$ cat config.mk
export PLATFORM = sky130hd
export DESIGN_NAME = rsa_timing_probe_flat
export DESIGN_NICKNAME = d
export VERILOG_FILES = /design/src/rtl/rsa_probe_pkg.sv /design/src/rtl/rsa_timing_probe_if.sv /design/src/rtl/rsa_latency_stats.sv /design/src/rtl/rsa_timing_probe.sv /design/src/flat_wrapper.sv
export SDC_FILE = /design/constraint.sdc
export NUM_CORES = 1
export LEC_CHECK = 0
export BUFFER_PORTS_ARGS = -buffer_cell sky130_fd_sc_hd__buf_2
export CAP_MARGIN = 20
export CORE_AREA = 4 4 117 119
export CTS_CLUSTER_DIAMETER = 120
export DETAILED_ROUTE_END_ITERATION = 10
export DIE_AREA = 0 0 121 123
export GPL_ROUTABILITY_DRIVEN = 0
export HOLD_SLACK_MARGIN = 0.12
export PLACE_DENSITY = 0.93
export RECOVER_POWER = 100
export REMOVE_ABC_BUFFERS = 1
export SLEW_MARGIN = 5
export SYNTH_ARGS = -nofsm -noshare
export SYNTH_HDL_FRONTEND = slang
export SYNTH_SLANG_ARGS = --single-unit
$ cat constraint.sdc
create_clock -name clk -period 4.85 [get_ports clk]
set_clock_uncertainty 0.1 [all_clocks]
set_input_delay 1.455 -clock clk [delete_from_list [all_inputs] [get_ports clk]]
set_output_delay 1.455 -clock clk [all_outputs]
set_load 0.01 [all_outputs]
$ cat src/rtl/rsa_probe_pkg.sv
// Shared definitions for the RSA timing probe.
// - state_t : probe FSM encoding (IDLE, LAUNCH, WAIT, REPORT)
// - P_W/M_W : operand widths of the RSA core (primes, plaintext)
// - *_DEF   : default counter width, timeout and run-counter width
package rsa_probe_pkg;
  localparam int P_W         = 8;
  localparam int M_W         = 16;
  localparam int CNT_W_DEF   = 20;
  localparam int TIMEOUT_DEF = 500000;
  localparam int RUN_W_DEF   = 16;

  typedef enum logic [1:0] {
    IDLE   = 2'd0,
    LAUNCH = 2'd1,
    WAIT   = 2'd2,
    REPORT = 2'd3
  } state_t;
endpackage

$ cat src/rtl/rsa_timing_probe_if.sv
// Command / result bus of the RSA timing probe.
// - cmd_valid/cmd_ready/cmd_p/cmd_q/cmd_m : one operand set per accept
// - res_valid     : one-cycle result strobe
// - res_cycles/res_match/res_timeout : held until the next strobe
// master = command issuer, slave = probe.
interface rsa_timing_probe_if #(
  parameter int CNT_W = 20
);
  import rsa_probe_pkg::*;

  logic             cmd_valid;
  logic             cmd_ready;
  logic [P_W-1:0]   cmd_p;
  logic [P_W-1:0]   cmd_q;
  logic [M_W-1:0]   cmd_m;
  logic             res_valid;
  logic [CNT_W-1:0] res_cycles;
  logic             res_match;
  logic             res_timeout;

  modport master (
    output cmd_valid, cmd_p, cmd_q, cmd_m,
    input  cmd_ready, res_valid, res_cycles, res_match, res_timeout
  );

  modport slave (
    input  cmd_valid, cmd_p, cmd_q, cmd_m,
    output cmd_ready, res_valid, res_cycles, res_match, res_timeout
  );
endinterface

$ cat src/rtl/rsa_latency_stats.sv
// Running min/max/count of measured RSA latencies.
// - sample_valid/sample : one latency per strobe
// - clear_stats         : returns all stats to reset values; beats a sample
// - stat_min/stat_max/stat_runs : min starts at all ones, runs saturates
module rsa_latency_stats #(
  parameter int CNT_W = 20,
  parameter int RUN_W = 16
) (
  input  logic             clk,
  input  logic             rst_n,
  input  logic             sample_valid,
  input  logic [CNT_W-1:0] sample,
  input  logic             clear_stats,
  output logic [CNT_W-1:0] stat_min,
  output logic [CNT_W-1:0] stat_max,
  output logic [RUN_W-1:0] stat_runs
);
  always_ff @(posedge clk) begin
    if (!rst_n || clear_stats) begin
      stat_min  <= '1;
      stat_max  <= '0;
      stat_runs <= '0;
    end else if (sample_valid) begin
      if (sample < stat_min) stat_min <= sample;
      if (sample > stat_max) stat_max <= sample;
      if (stat_runs != '1)   stat_runs <= stat_runs + 1'b1;
    end
  end
endmodule

$ cat src/rtl/rsa_timing_probe.sv
// Timing probe / initiator for the RSA core start-finish handshake.
// - bus (slave)   : command accept in IDLE, result strobe in REPORT
// - rsa_start/p/q/m : one-cycle launch pulse; operands are zero otherwise
// - rsa_finish/rsa_m_decrypted : completion level and result from the core
// - clear_stats, stat_min/stat_max/stat_runs : latency statistics
// Latency k = number of WAIT cycles up to and including the finish cycle.
module rsa_timing_probe
  import rsa_probe_pkg::*;
#(
  parameter int CNT_W   = CNT_W_DEF,
  parameter int TIMEOUT = TIMEOUT_DEF,
  parameter int RUN_W   = RUN_W_DEF
) (
  input  logic               clk,
  input  logic               rst_n,
  rsa_timing_probe_if.slave  bus,
  output logic               rsa_start,
  output logic [P_W-1:0]     rsa_p,
  output logic [P_W-1:0]     rsa_q,
  output logic [M_W-1:0]     rsa_m,
  input  logic [M_W-1:0]     rsa_m_decrypted,
  input  logic               rsa_finish,
  input  logic               clear_stats,
  output logic [CNT_W-1:0]   stat_min,
  output logic [CNT_W-1:0]   stat_max,
  output logic [RUN_W-1:0]   stat_runs
);
  localparam logic [CNT_W-1:0] TO_VAL = CNT_W'(TIMEOUT);

  state_t           state;
  logic [CNT_W-1:0] cnt;
  logic [M_W-1:0]   lat_m;

  always_ff @(posedge clk) begin
    if (!rst_n) begin
      state           <= IDLE;
      bus.cmd_ready   <= 1'b1;
      rsa_start       <= 1'b0;
      rsa_p           <= '0;
      rsa_q           <= '0;
      rsa_m           <= '0;
      bus.res_valid   <= 1'b0;
      bus.res_cycles  <= '0;
      bus.res_match   <= 1'b0;
      bus.res_timeout <= 1'b0;
      cnt             <= '0;
      lat_m           <= '0;
    end else begin
      case (state)
        IDLE: begin
          if (bus.cmd_valid) begin
            lat_m         <= bus.cmd_m;
            rsa_start     <= 1'b1;
            rsa_p         <= bus.cmd_p;
            rsa_q         <= bus.cmd_q;
            rsa_m         <= bus.cmd_m;
            bus.cmd_ready <= 1'b0;
            cnt           <= '0;
            state         <= LAUNCH;
          end
        end
        LAUNCH: begin
          // finish may still be high from the previous run; not looked at here
          rsa_start <= 1'b0;
          rsa_p     <= '0;
          rsa_q     <= '0;
          rsa_m     <= '0;
          cnt       <= cnt + 1'b1;
          state     <= WAIT;
        end
        WAIT: begin
          if (rsa_finish) begin
            bus.res_cycles  <= cnt;
            bus.res_match   <= (rsa_m_decrypted == lat_m);
            bus.res_timeout <= 1'b0;
            bus.res_valid   <= 1'b1;
            state           <= REPORT;
          end else if (cnt == TO_VAL) begin
            bus.res_cycles  <= TO_VAL;
            bus.res_match   <= 1'b0;
            bus.res_timeout <= 1'b1;
            bus.res_valid   <= 1'b1;
            state           <= REPORT;
          end else begin
            cnt <= cnt + 1'b1;
          end
        end
        REPORT: begin
          bus.res_valid <= 1'b0;
          bus.cmd_ready <= 1'b1;
          state         <= IDLE;
        end
        default: state <= IDLE;
      endcase
    end
  end

  // stats fold in the result during the REPORT cycle it is presented
  logic sample_valid;
  assign sample_valid = (state == REPORT) && !bus.res_timeout;

  rsa_latency_stats #(
    .CNT_W (CNT_W),
    .RUN_W (RUN_W)
  ) u_stats (
    .clk          (clk),
    .rst_n        (rst_n),
    .sample_valid (sample_valid),
    .sample       (bus.res_cycles),
    .clear_stats  (clear_stats),
    .stat_min     (stat_min),
    .stat_max     (stat_max),
    .stat_runs    (stat_runs)
  );
endmodule

$ cat src/flat_wrapper.sv
// flat-port wrapper written by rule: the top's interface ports become plain ports
module rsa_timing_probe_flat import rsa_probe_pkg::*;
#(
  parameter int CNT_W   = CNT_W_DEF,
  parameter int TIMEOUT = TIMEOUT_DEF,
  parameter int RUN_W   = RUN_W_DEF
)
  (clk, rst_n, rsa_start, rsa_p, rsa_q, rsa_m, rsa_m_decrypted, rsa_finish, clear_stats, stat_min, stat_max, stat_runs, bus_cmd_valid, bus_cmd_p, bus_cmd_q, bus_cmd_m, bus_cmd_ready, bus_res_valid, bus_res_cycles, bus_res_match, bus_res_timeout);
  rsa_timing_probe_if #(.CNT_W(CNT_W)) bus_i ();
  input  logic clk;
  input  logic rst_n;
  output logic rsa_start;
  output logic [P_W-1:0] rsa_p;
  output logic [P_W-1:0] rsa_q;
  output logic [M_W-1:0] rsa_m;
  input  logic [M_W-1:0] rsa_m_decrypted;
  input  logic rsa_finish;
  input  logic clear_stats;
  output logic [CNT_W-1:0] stat_min;
  output logic [CNT_W-1:0] stat_max;
  output logic [RUN_W-1:0] stat_runs;
  input wire logic [$bits(bus_i.cmd_valid)-1:0] bus_cmd_valid;
  input wire logic [$bits(bus_i.cmd_p)-1:0] bus_cmd_p;
  input wire logic [$bits(bus_i.cmd_q)-1:0] bus_cmd_q;
  input wire logic [$bits(bus_i.cmd_m)-1:0] bus_cmd_m;
  output wire logic [$bits(bus_i.cmd_ready)-1:0] bus_cmd_ready;
  output wire logic [$bits(bus_i.res_valid)-1:0] bus_res_valid;
  output wire logic [$bits(bus_i.res_cycles)-1:0] bus_res_cycles;
  output wire logic [$bits(bus_i.res_match)-1:0] bus_res_match;
  output wire logic [$bits(bus_i.res_timeout)-1:0] bus_res_timeout;
  assign bus_i.cmd_valid = bus_cmd_valid;
  assign bus_i.cmd_p = bus_cmd_p;
  assign bus_i.cmd_q = bus_cmd_q;
  assign bus_i.cmd_m = bus_cmd_m;
  assign bus_cmd_ready = bus_i.cmd_ready;
  assign bus_res_valid = bus_i.res_valid;
  assign bus_res_cycles = bus_i.res_cycles;
  assign bus_res_match = bus_i.res_match;
  assign bus_res_timeout = bus_i.res_timeout;
  rsa_timing_probe #(.CNT_W(CNT_W), .TIMEOUT(TIMEOUT), .RUN_W(RUN_W)) u_core (.clk(clk), .rst_n(rst_n), .bus(bus_i), .rsa_start(rsa_start), .rsa_p(rsa_p), .rsa_q(rsa_q), .rsa_m(rsa_m), .rsa_m_decrypted(rsa_m_decrypted), .rsa_finish(rsa_finish), .clear_stats(clear_stats), .stat_min(stat_min), .stat_max(stat_max), .stat_runs(stat_runs));
endmodule
==> results of run 1 <==
-- through the flow --
step	std cells	cell area [sq um]	hold slack (ps)	utilization
after floorplan	759	6980	356	-
after global placement	1102	8070	364	0.642
after detailed placement	1102	8070	371	0.642
after CTS	1133	8680	379	0.690
after global routing	1133	8520	414	0.678
final	1133	8520	377	0.678
-- where the power goes --
| part | internal, uW | switching, uW | total [uW] |
|---|---|---|---|
| clock | 834 | 529 | 1360 |
| sequential | 1370 | 113 | 1480 |
| combinational | 346 | 657 | 1000 |
-- registers in the layout, summed over array words and instances (netlist names) --
signal / count
u_core.bus.res_cycles: 20
u_core.cnt: 20
u_core.u_stats.stat_max: 20
u_core.u_stats.stat_min: 20
u_core.lat_m: 16
u_core.rsa_m: 16
u_core.u_stats.stat_runs: 16
u_core.rsa_p: 8
u_core.rsa_q: 8
u_core.state: 2
u_core.bus.cmd_ready: 1
u_core.bus.res_match: 1
u_core.bus.res_timeout: 1
u_core.bus.res_valid: 1
u_core.rsa_start: 1
-- layer usage --
layer,share of wire,GRT usage,vias up
li1,-,-,3170
met1,0.41,0.311,3121
met2,0.48,0.445,297
met3,0.087,0.0759,46
met4,0.026,0.110,0
met5,0,0,-
-- path summary, 6_finish.rpt --
path                            slack [ps]                     endpoint  cells past startpoint             start
worst min register to register         380             u_core.lat_m[12]                      2  u_core.lat_m[12]
worst max register to register        1500               u_core.cnt[19]                      8     u_core.cnt[0]
worst max-delay path                  1040  u_core.u_stats.stat_max[10]                      4             rst_n
worst min-delay path                   380             u_core.lat_m[12]                      2  u_core.lat_m[12]
-- placed cells by master, fill, tap and decap left out, types with 4 or more instances in the layout --
| master | instances |
|---|---|
| nor2b_1 | 57 |
| inv_1 | 48 |
| clkbuf_16 | 17 |
| xnor2_1 | 25 |
| a21oi_1 | 24 |
| a22oi_1 | 50 |
| o221a_2 | 8 |
| and4_1 | 4 |
| buf_4 | 4 |
| nor2_1 | 32 |
| nand2_1 | 61 |
| nor3_1 | 6 |
| dfxtp_1 | 151 |
| o21ai_0 | 35 |
| ha_1 | 46 |
| buf_2 | 50 |
| a21boi_0 | 20 |
| nand3_1 | 69 |
| xor2_1 | 9 |
| nand4b_1 | 5 |
| o221ai_1 | 5 |
| a21o_1 | 4 |
| nand2b_1 | 5 |
| clkbuf_1 | 117 |
| and3_1 | 10 |
| a22o_1 | 19 |
| nand4_1 | 16 |
| nor4_1 | 6 |
-- critical path: stages --
cell	delay (ps)
clkbuf_1	460
nand2b_1	530
a21oi_1	1300
a22o_1	320
-- layout make-up --
class / instances / area (sq um) / share of cell area
Clock buffer: 20 / 457 / 0.0536
Tap cell: 172 / 215 / 0.0253
Sequential cell: 151 / 3020 / 0.355
Inverter: 48 / 180 / 0.0211
Clock inverter: 11 / 149 / 0.0175
Multi-Input combinational cell: 560 / 3780 / 0.443
Timing Repair Buffer: 171 / 721 / 0.0846
-- logic make-up (layout without fill, tap and decap cells) --
family                   Yosys count  after routing  share of synthesized area
multiplexers                       3              3                    0.00437
adder cells (fa/ha/maj)           46             46                     0.0803
XOR/XNOR                          34             34                     0.0416
AND/OR/NAND/NOR                  292            292                      0.217
buffers and inverters             96            250                     0.0512
flip-flops                       151            151                      0.422
AO/OA/AOI/OAI                    185            185                      0.183
==> results.toml, run 1 <==
[timing]
tightest_slew_ps = 1510
timing_hold_violations_final = 0
fin_ws_ps = 1040
relSlewSlack = -0.00355
fin_crit_sh = 0.786
drv_slew = 20
final-setup-viol-count = 0
tns_ps = 0
rsz0062_at_grt = "false"
max_freq_ghz = 0.262
period_needed_ps = 3810

[synth]
synth_top_area_share = 0.422
yosys-top-cells-area = "dfxtp_1 (42%), ha_1 (8.0%), a22oi_1 (5.2%), nor2b_1 (5.0%), nand3_1 (4.8%)"
ys_seq_area_frac = 0.422
synth-edff-count = 0
yosys.area.top_type = "dfxtp_1"
synth_cell_types = 60
syn-instance-count = 807
yosysMostFrequentCell = "dfxtp_1"
synth_seq_cells = 151
async_flop_share = 0
yosys_warnings = 0
synthFlopType = "dfxtp_1"
syn_area_per_cell_sq_um = 8.88
yosys-top-cells-count = "dfxtp_1 (151), nand3_1 (69), nand2_1 (61)"
netlist_area_sq_um = 7160

[clocking]
clkLatencyLatePin_ps = 430
cts.root.buffer_cell = "clkbuf_16"
cts_setup_buffers = 0
cts_buffers = 17
clk_pin_slew_worst_paths_ps = 60
htreeDepth = 4
ctsResizeCount = 0
cts_hold_buf = 0
clk_path_buf_depth = 2
cts_tree = "yes"
clock_sinks = 151

[critical_path]
worstSetupPathType = "input pin to flip-flop"
endpoint_kind = "flip-flop"
path_max_fanout = 19
cp-start-kind = "input pin"
cp.required_ps = 5110
arrival_ps = 4070

[routing]
drc_errors = 0
wl_per_cell_um = 17.0
vias_per_cell = 5.86
drt_iter0_drc = 586
vias = 6634
drt_first_pass_iters = 5
wl_mm = 19.3
ant_nets = 0

[die]
fp.dieH_um = 123
die_area_sq_um = 14900
io_pins = 166
start_util = 0.570
core_sq_um = 12600
rows = 41
die-width_um = 121

[job]
drv_cap = 1

[outcome]
violations = "capacitance limit, slew limit"
outcome = "finished with violations"

[global_routing]
grt_usage = 0.262
grt_max_degree = 92
grt_antenna_before_repair = 0
grt_pass1_wl_mm = 31.4
grt_pass1_vias = 6596
gr-total-overflow = 0

[min_path]
hp-class = "flip-flop to flip-flop"

[final_layout]
n_fill_cell = 1044
area_growth_pct = 18.9
nNetsFinal = 1048
layout-drive-gt1-share = 0.107
n_antenna_cell = 0

[power_and_ir_drop]
power_density_nw_per_um2 = 452
p_leak_uw = 0.00335
p_total_uw = 3850
ir_drop_mv = 0.359

[placement]
pre_cts_slack_ps = 1310
portBuffers = 165
place.detailed.hpwl_mm = 13.7
Power figures use the tool's default switching activity.
==> run 2, diff against run 1 <==
--- a/config.mk
+++ b/config.mk
@@ -7,13 +7,13 @@
 export LEC_CHECK = 0
 export BUFFER_PORTS_ARGS = -buffer_cell sky130_fd_sc_hd__buf_2
 export CAP_MARGIN = 20
-export CORE_AREA = 4 4 117 119
+export CORE_AREA = 4 4 126 128
 export CTS_CLUSTER_DIAMETER = 120
 export DETAILED_ROUTE_END_ITERATION = 10
-export DIE_AREA = 0 0 121 123
+export DIE_AREA = 0 0 130 132
 export GPL_ROUTABILITY_DRIVEN = 0
 export HOLD_SLACK_MARGIN = 0.12
-export PLACE_DENSITY = 0.93
+export PLACE_DENSITY = 0.86
 export RECOVER_POWER = 100
 export REMOVE_ABC_BUFFERS = 1
 export SLEW_MARGIN = 5
==> constraint.sdc (replaced) <==
create_clock -name clk -period 3.3 [get_ports clk]
set_clock_uncertainty 0.1 [all_clocks]
set_input_delay 0.99 -clock clk [delete_from_list [all_inputs] [get_ports clk]]
set_output_delay 0.99 -clock clk [all_outputs]
set_load 0.01 [all_outputs]
==> run 2 against run 1 <==
Net effect: the run still ends with capacitance limit, slew limit left; utilization down 9.7 points; sequential share of layout area down 0.46 points; die area up 15%; total power up 50%; first-iteration DRC count down 23%; design area up 1.3%; sequential cell count unchanged; routed wire length down 2.1%; largest cell class unchanged.
==> results.toml, run 2 (synthesis gave the netlist of run 1 again) <==
[outcome]
outcome = "finished with violations"
violations = "capacitance limit, slew limit"

[routing]
ant_nets = 0
wl_per_cell_um = 16.3
wl_mm = 18.9
drc_errors = 0
drt_iter0_drc = 453
vias_per_cell = 5.66
drt_first_pass_iters = 5
vias = 6554

[power_and_ir_drop]
p_leak_uw = 0.00340
p_sw_uw = 1890
ir_drop_mv = 0.422
combPwrFrac = 0.258
power_density_nw_per_um2 = 668
sw_frac_of_total = 0.328
intPower_uw = 3870
pwr-share-seq = 0.377
clock_power_share = 0.366

[die]
rows = 45
start_util = 0.482
fp.dieH_um = 132
io_pins = 166
core_sq_um = 14900
die_area_sq_um = 17200
die-width_um = 130

[timing]
tns_ps = 0
tightest_slew_ps = 1510
rsz0062_at_grt = "false"
max_freq_ghz = 0.349
timing_hold_violations_final = 0
final-setup-viol-count = 0
hold_ws_ps = 381
relSlewSlack = -0.00359
drv_slew = 45
fin_crit_sh = 0.869
period_needed_ps = 2870

[global_routing]
grt_pass1_vias = 6137
grt_antenna_before_repair = 1
grt_pass1_wl_mm = 30.7
grt_max_degree = 57
gr-total-overflow = 0
grt_usage = 0.218

[critical_path]
arrival_ps = 3120
endpoint_kind = "flip-flop"
r2r_slack_ps = 450
cp-start-kind = "input pin"
cp.required_ps = 3550
path_max_fanout = 56
worstSetupPathType = "input pin to flip-flop"

[job]
drv_cap = 1

[clocking]
cts_setup_buffers = 0
cts_hold_buf = 0
ctsResizeCount = 0
clock_sinks = 151
cts.root.buffer_cell = "clkbuf_16"
clkLatencyLatePin_ps = 420
clk_path_buf_depth = 2
cts_buffers = 17
htreeDepth = 4
clk_pin_slew_worst_paths_ps = 60
cts_tree = "yes"

[final_layout]
n_antenna_cell = 0
multi_input_area_sq_um = 3780
final-seq-area_sq_um = 3020
area_growth_pct = 20.5
n_fill_cell = 1377
layout_common_cells = "dfxtp_1 (151), clkbuf_1 (115), nand3_1 (69)"
layout-drive-gt1-share = 0.118
layout_commonest_cell = "dfxtp_1"
nNetsFinal = 1055
layoutNonFillerInstCount = 1157

[placement]
dp_cells = 1125
portBuffers = 165
place.detailed.hpwl_mm = 13.7

[min_path]
hp-class = "flip-flop to flip-flop"
-- run 2: per-layer routing --
layer / vias up / global-route usage / wire length (um)
li1: 3182 / - / -
met1: 3073 / 0.290 / 8200
met2: 267 / 0.336 / 8570
met3: 30 / 0.0644 / 1710
met4: 2 / 0.0797 / 368
met5: - / 0 / 7
-- run 2: layout make-up --
cell class,count,share of cell area
clock buffers,21,0.0557
clock inverters,11,0.0196
inverters,48,0.0209
multi-input cells,560,0.438
flip-flops and latches,151,0.350
well taps,188,0.0272
repair buffers,178,0.0886
-- run 2: path summary, 6_finish.rpt --
check / from / to / cells after the start
worst min-delay path: u_core.lat_m[13] / u_core.lat_m[13] / 2
worst max-delay path: rst_n / u_core.state[0] / 4
worst min register to register: u_core.lat_m[13] / u_core.lat_m[13] / 2
worst max register to register: u_core.bus.res_cycles[18] / u_core.u_stats.stat_max[19] / 6
-- run 2: through the flow --
step / utilization / setup slack (ps) / cell area (sq um) / power (uW)
floorplan: - / 305 / 6980 / 3160
global placement: 0.548 / 594 / 8140 / 3680
detailed placement: 0.548 / 522 / 8140 / 3740
CTS: 0.591 / 450 / 8790 / 5840
global route: 0.581 / 144 / 8630 / 6060
finish: 0.581 / 431 / 8630 / 5760
-- run 2: worst max-delay path: stages --
cell,delay (ps)
buf_2,100
clkbuf_4,460
clkbuf_1,1150
o221a_2,400
-- run 2: power by group through the flow --
stage	sequential [uW]	clock [uW]	combinational (uW)
2_1_floorplan	2230	0	923
3_3_place_gp	2190	0	1490
3_5_place_dp	2200	0	1540
4_1_cts	2170	2120	1550
5_1_grt	2200	2200	1660
6_report	2170	2110	1480
==> run 3, diff against run 2 <==
--- a/config.mk
+++ b/config.mk
@@ -7,13 +7,13 @@
 export LEC_CHECK = 0
 export BUFFER_PORTS_ARGS = -buffer_cell sky130_fd_sc_hd__buf_2
 export CAP_MARGIN = 20
-export CORE_AREA = 4 4 126 128
+export CORE_AREA = 4 4 104 156
 export CTS_CLUSTER_DIAMETER = 120
 export DETAILED_ROUTE_END_ITERATION = 10
-export DIE_AREA = 0 0 130 132
+export DIE_AREA = 0 0 108 160
 export GPL_ROUTABILITY_DRIVEN = 0
 export HOLD_SLACK_MARGIN = 0.12
-export PLACE_DENSITY = 0.86
+export PLACE_DENSITY = 0.85
 export RECOVER_POWER = 100
 export REMOVE_ABC_BUFFERS = 1
 export SLEW_MARGIN = 5
==> run 3 against run 2 <==
Net effect: the run now ends clean; setup slack got worse by 260 ps; die area grew 0.70%; maximum frequency fell by 8.2%; routed wire length grew 1.9%; clock power down 13%; sequential share of layout area rose by 0.13 points; largest cell class unchanged.
==> results.toml, run 3 (synthesis gave the netlist of run 1 again) <==
[timing]
rsz0062_at_grt = "false"
max_freq_ghz = 0.320
relSlewSlack = 0.293
fin_crit_sh = 0.947
tightest_slew_ps = 1030
timing_hold_violations_final = 0
period_needed_ps = 3120
tns_ps = 0
final-setup-viol-count = 0
fin_ws_ps = 176
drv_slew = 0

[critical_path]
r2r_slack_ps = 180
r2r_start = "u_core.bus.res_cycles[16]"
critPathBufInv = 2
critPathLaunch = "u_core.bus.res_cycles[16]"
cp.required_ps = 3480
critical_path.top_delay_family = "compound AO/OA/AOI/OAI gates"
worst_path_max_delay_cell = "a2111oi_0"
cp-start-kind = "flip-flop"
slowest_delay_ps = 870
arrival_ps = 3300
worstSetupPathType = "flip-flop to flip-flop"
endpoint_kind = "flip-flop"
cp_cell_sequence = "clkbuf_1 > ha_1 > and4_1 > a2111oi_0 > o31ai_1 > clkbuf_2 > o21ai_0 > nand3_1"
path_max_fanout = 20

[clocking]
cts_tree = "yes"
cts.root.buffer_cell = "clkbuf_16"
ctsResizeCount = 0
htreeDepth = 4
clock_sinks = 151
clkLatencyLatePin_ps = 410
cts_hold_buf = 0
cts_setup_buffers = 0
clk_path_buf_depth = 2
clk_pin_slew_worst_paths_ps = 60
cts_buffers = 17

[final_layout]
utilization = 0.576
layout_commonest_cell = "dfxtp_1"
n_antenna_cell = 0
n_fill_cell = 1403
nNetsFinal = 1058
layout_common_cells = "dfxtp_1 (151), clkbuf_1 (115), nand3_1 (69)"
layout-drive-gt1-share = 0.119
final_area_sq_um = 8600
area_growth_pct = 20.0

[min_path]
worstHoldStart = "u_core.lat_m[4]"
hp-class = "flip-flop to flip-flop"

[routing]
vias = 6649
ant_nets = 0
drt_iter0_drc = 343
wl_mm = 19.2
drt_first_pass_iters = 5
wl_per_cell_um = 16.4
vias_per_cell = 5.68
drc_errors = 0

[power_and_ir_drop]
ir_drop_mv = 0.423
p_total_uw = 5550
sw_frac_of_total = 0.355
combPwrFrac = 0.279
clock_power_share = 0.331
intPower_uw = 3580
p_sw_uw = 1970
p_leak_uw = 0.00339
power_density_nw_per_um2 = 645
pwr-share-seq = 0.390

[die]
rows = 55
die-width_um = 108
io_pins = 166
core_sq_um = 14900
start_util = 0.480
die_area_sq_um = 17300
fp.dieH_um = 160

[global_routing]
grt_antenna_before_repair = 0
grt_usage = 0.223
gr-total-overflow = 0
grt_pass1_wl_mm = 31.6
grt_pass1_vias = 6564
grt_max_degree = 101

[outcome]
outcome = "finished clean"

[placement]
portBuffers = 165
dpl_cell_area_sq_um = 8200
pre_cts_slack_ps = 382
place.detailed.hpwl_mm = 14.1

[job]
drv_cap = 0
-- run 3: metal layers --
layer  vias to the layer above  track usage  share of wire
met5                         -            0              0
met4                         0        0.107          0.041
met3                        62       0.0469          0.072
met2                       277        0.385           0.50
met1                      3115        0.259           0.39
li1                       3195            -              -
-- run 3: worst min-delay path, stage by stage (launching register included) --
cell      delay [ps]
dfxtp_1          320
nand2_1           50
a21boi_0          60
-- run 3: per-stage QoR --
step | std cells | hold WS, ps
6_report | 1171 | 375
5_1_grt | 1171 | 400
3_3_place_gp | 1139 | 363
2_1_floorplan | 759 | 356
4_1_cts | 1171 | 379
3_5_place_dp | 1139 | 369
-- run 3: path summary, 6_finish.rpt --
| check | end | depth (start not counted) |
|---|---|---|
| max | u_core.u_stats.stat_min[10] | 8 |
| min | u_core.lat_m[4] | 2 |
| max reg2reg | u_core.u_stats.stat_min[10] | 8 |
| min reg2reg | u_core.lat_m[4] | 2 |
-- run 3: power groups by stage --
stage               combinational, uW  clock [uW]  sequential [uW]
finish                           1550        1830             2170
detailed placement               1630           0             2190
CTS                              1640        1870             2160
global placement                 1590           0             2190
global route                     1730        1950             2190
floorplan                         923           0             2230
-- run 3: final cells by class --
type                    count  area [sq um]  share of cell area
repair buffers            181           807              0.0938
flip-flops and latches    151          3020               0.351
multi-input cells         560          3780               0.439
clock buffers              19           453              0.0527
inverters                  48           180              0.0209
well taps                 199           249              0.0289
clock inverters            13           111              0.0129
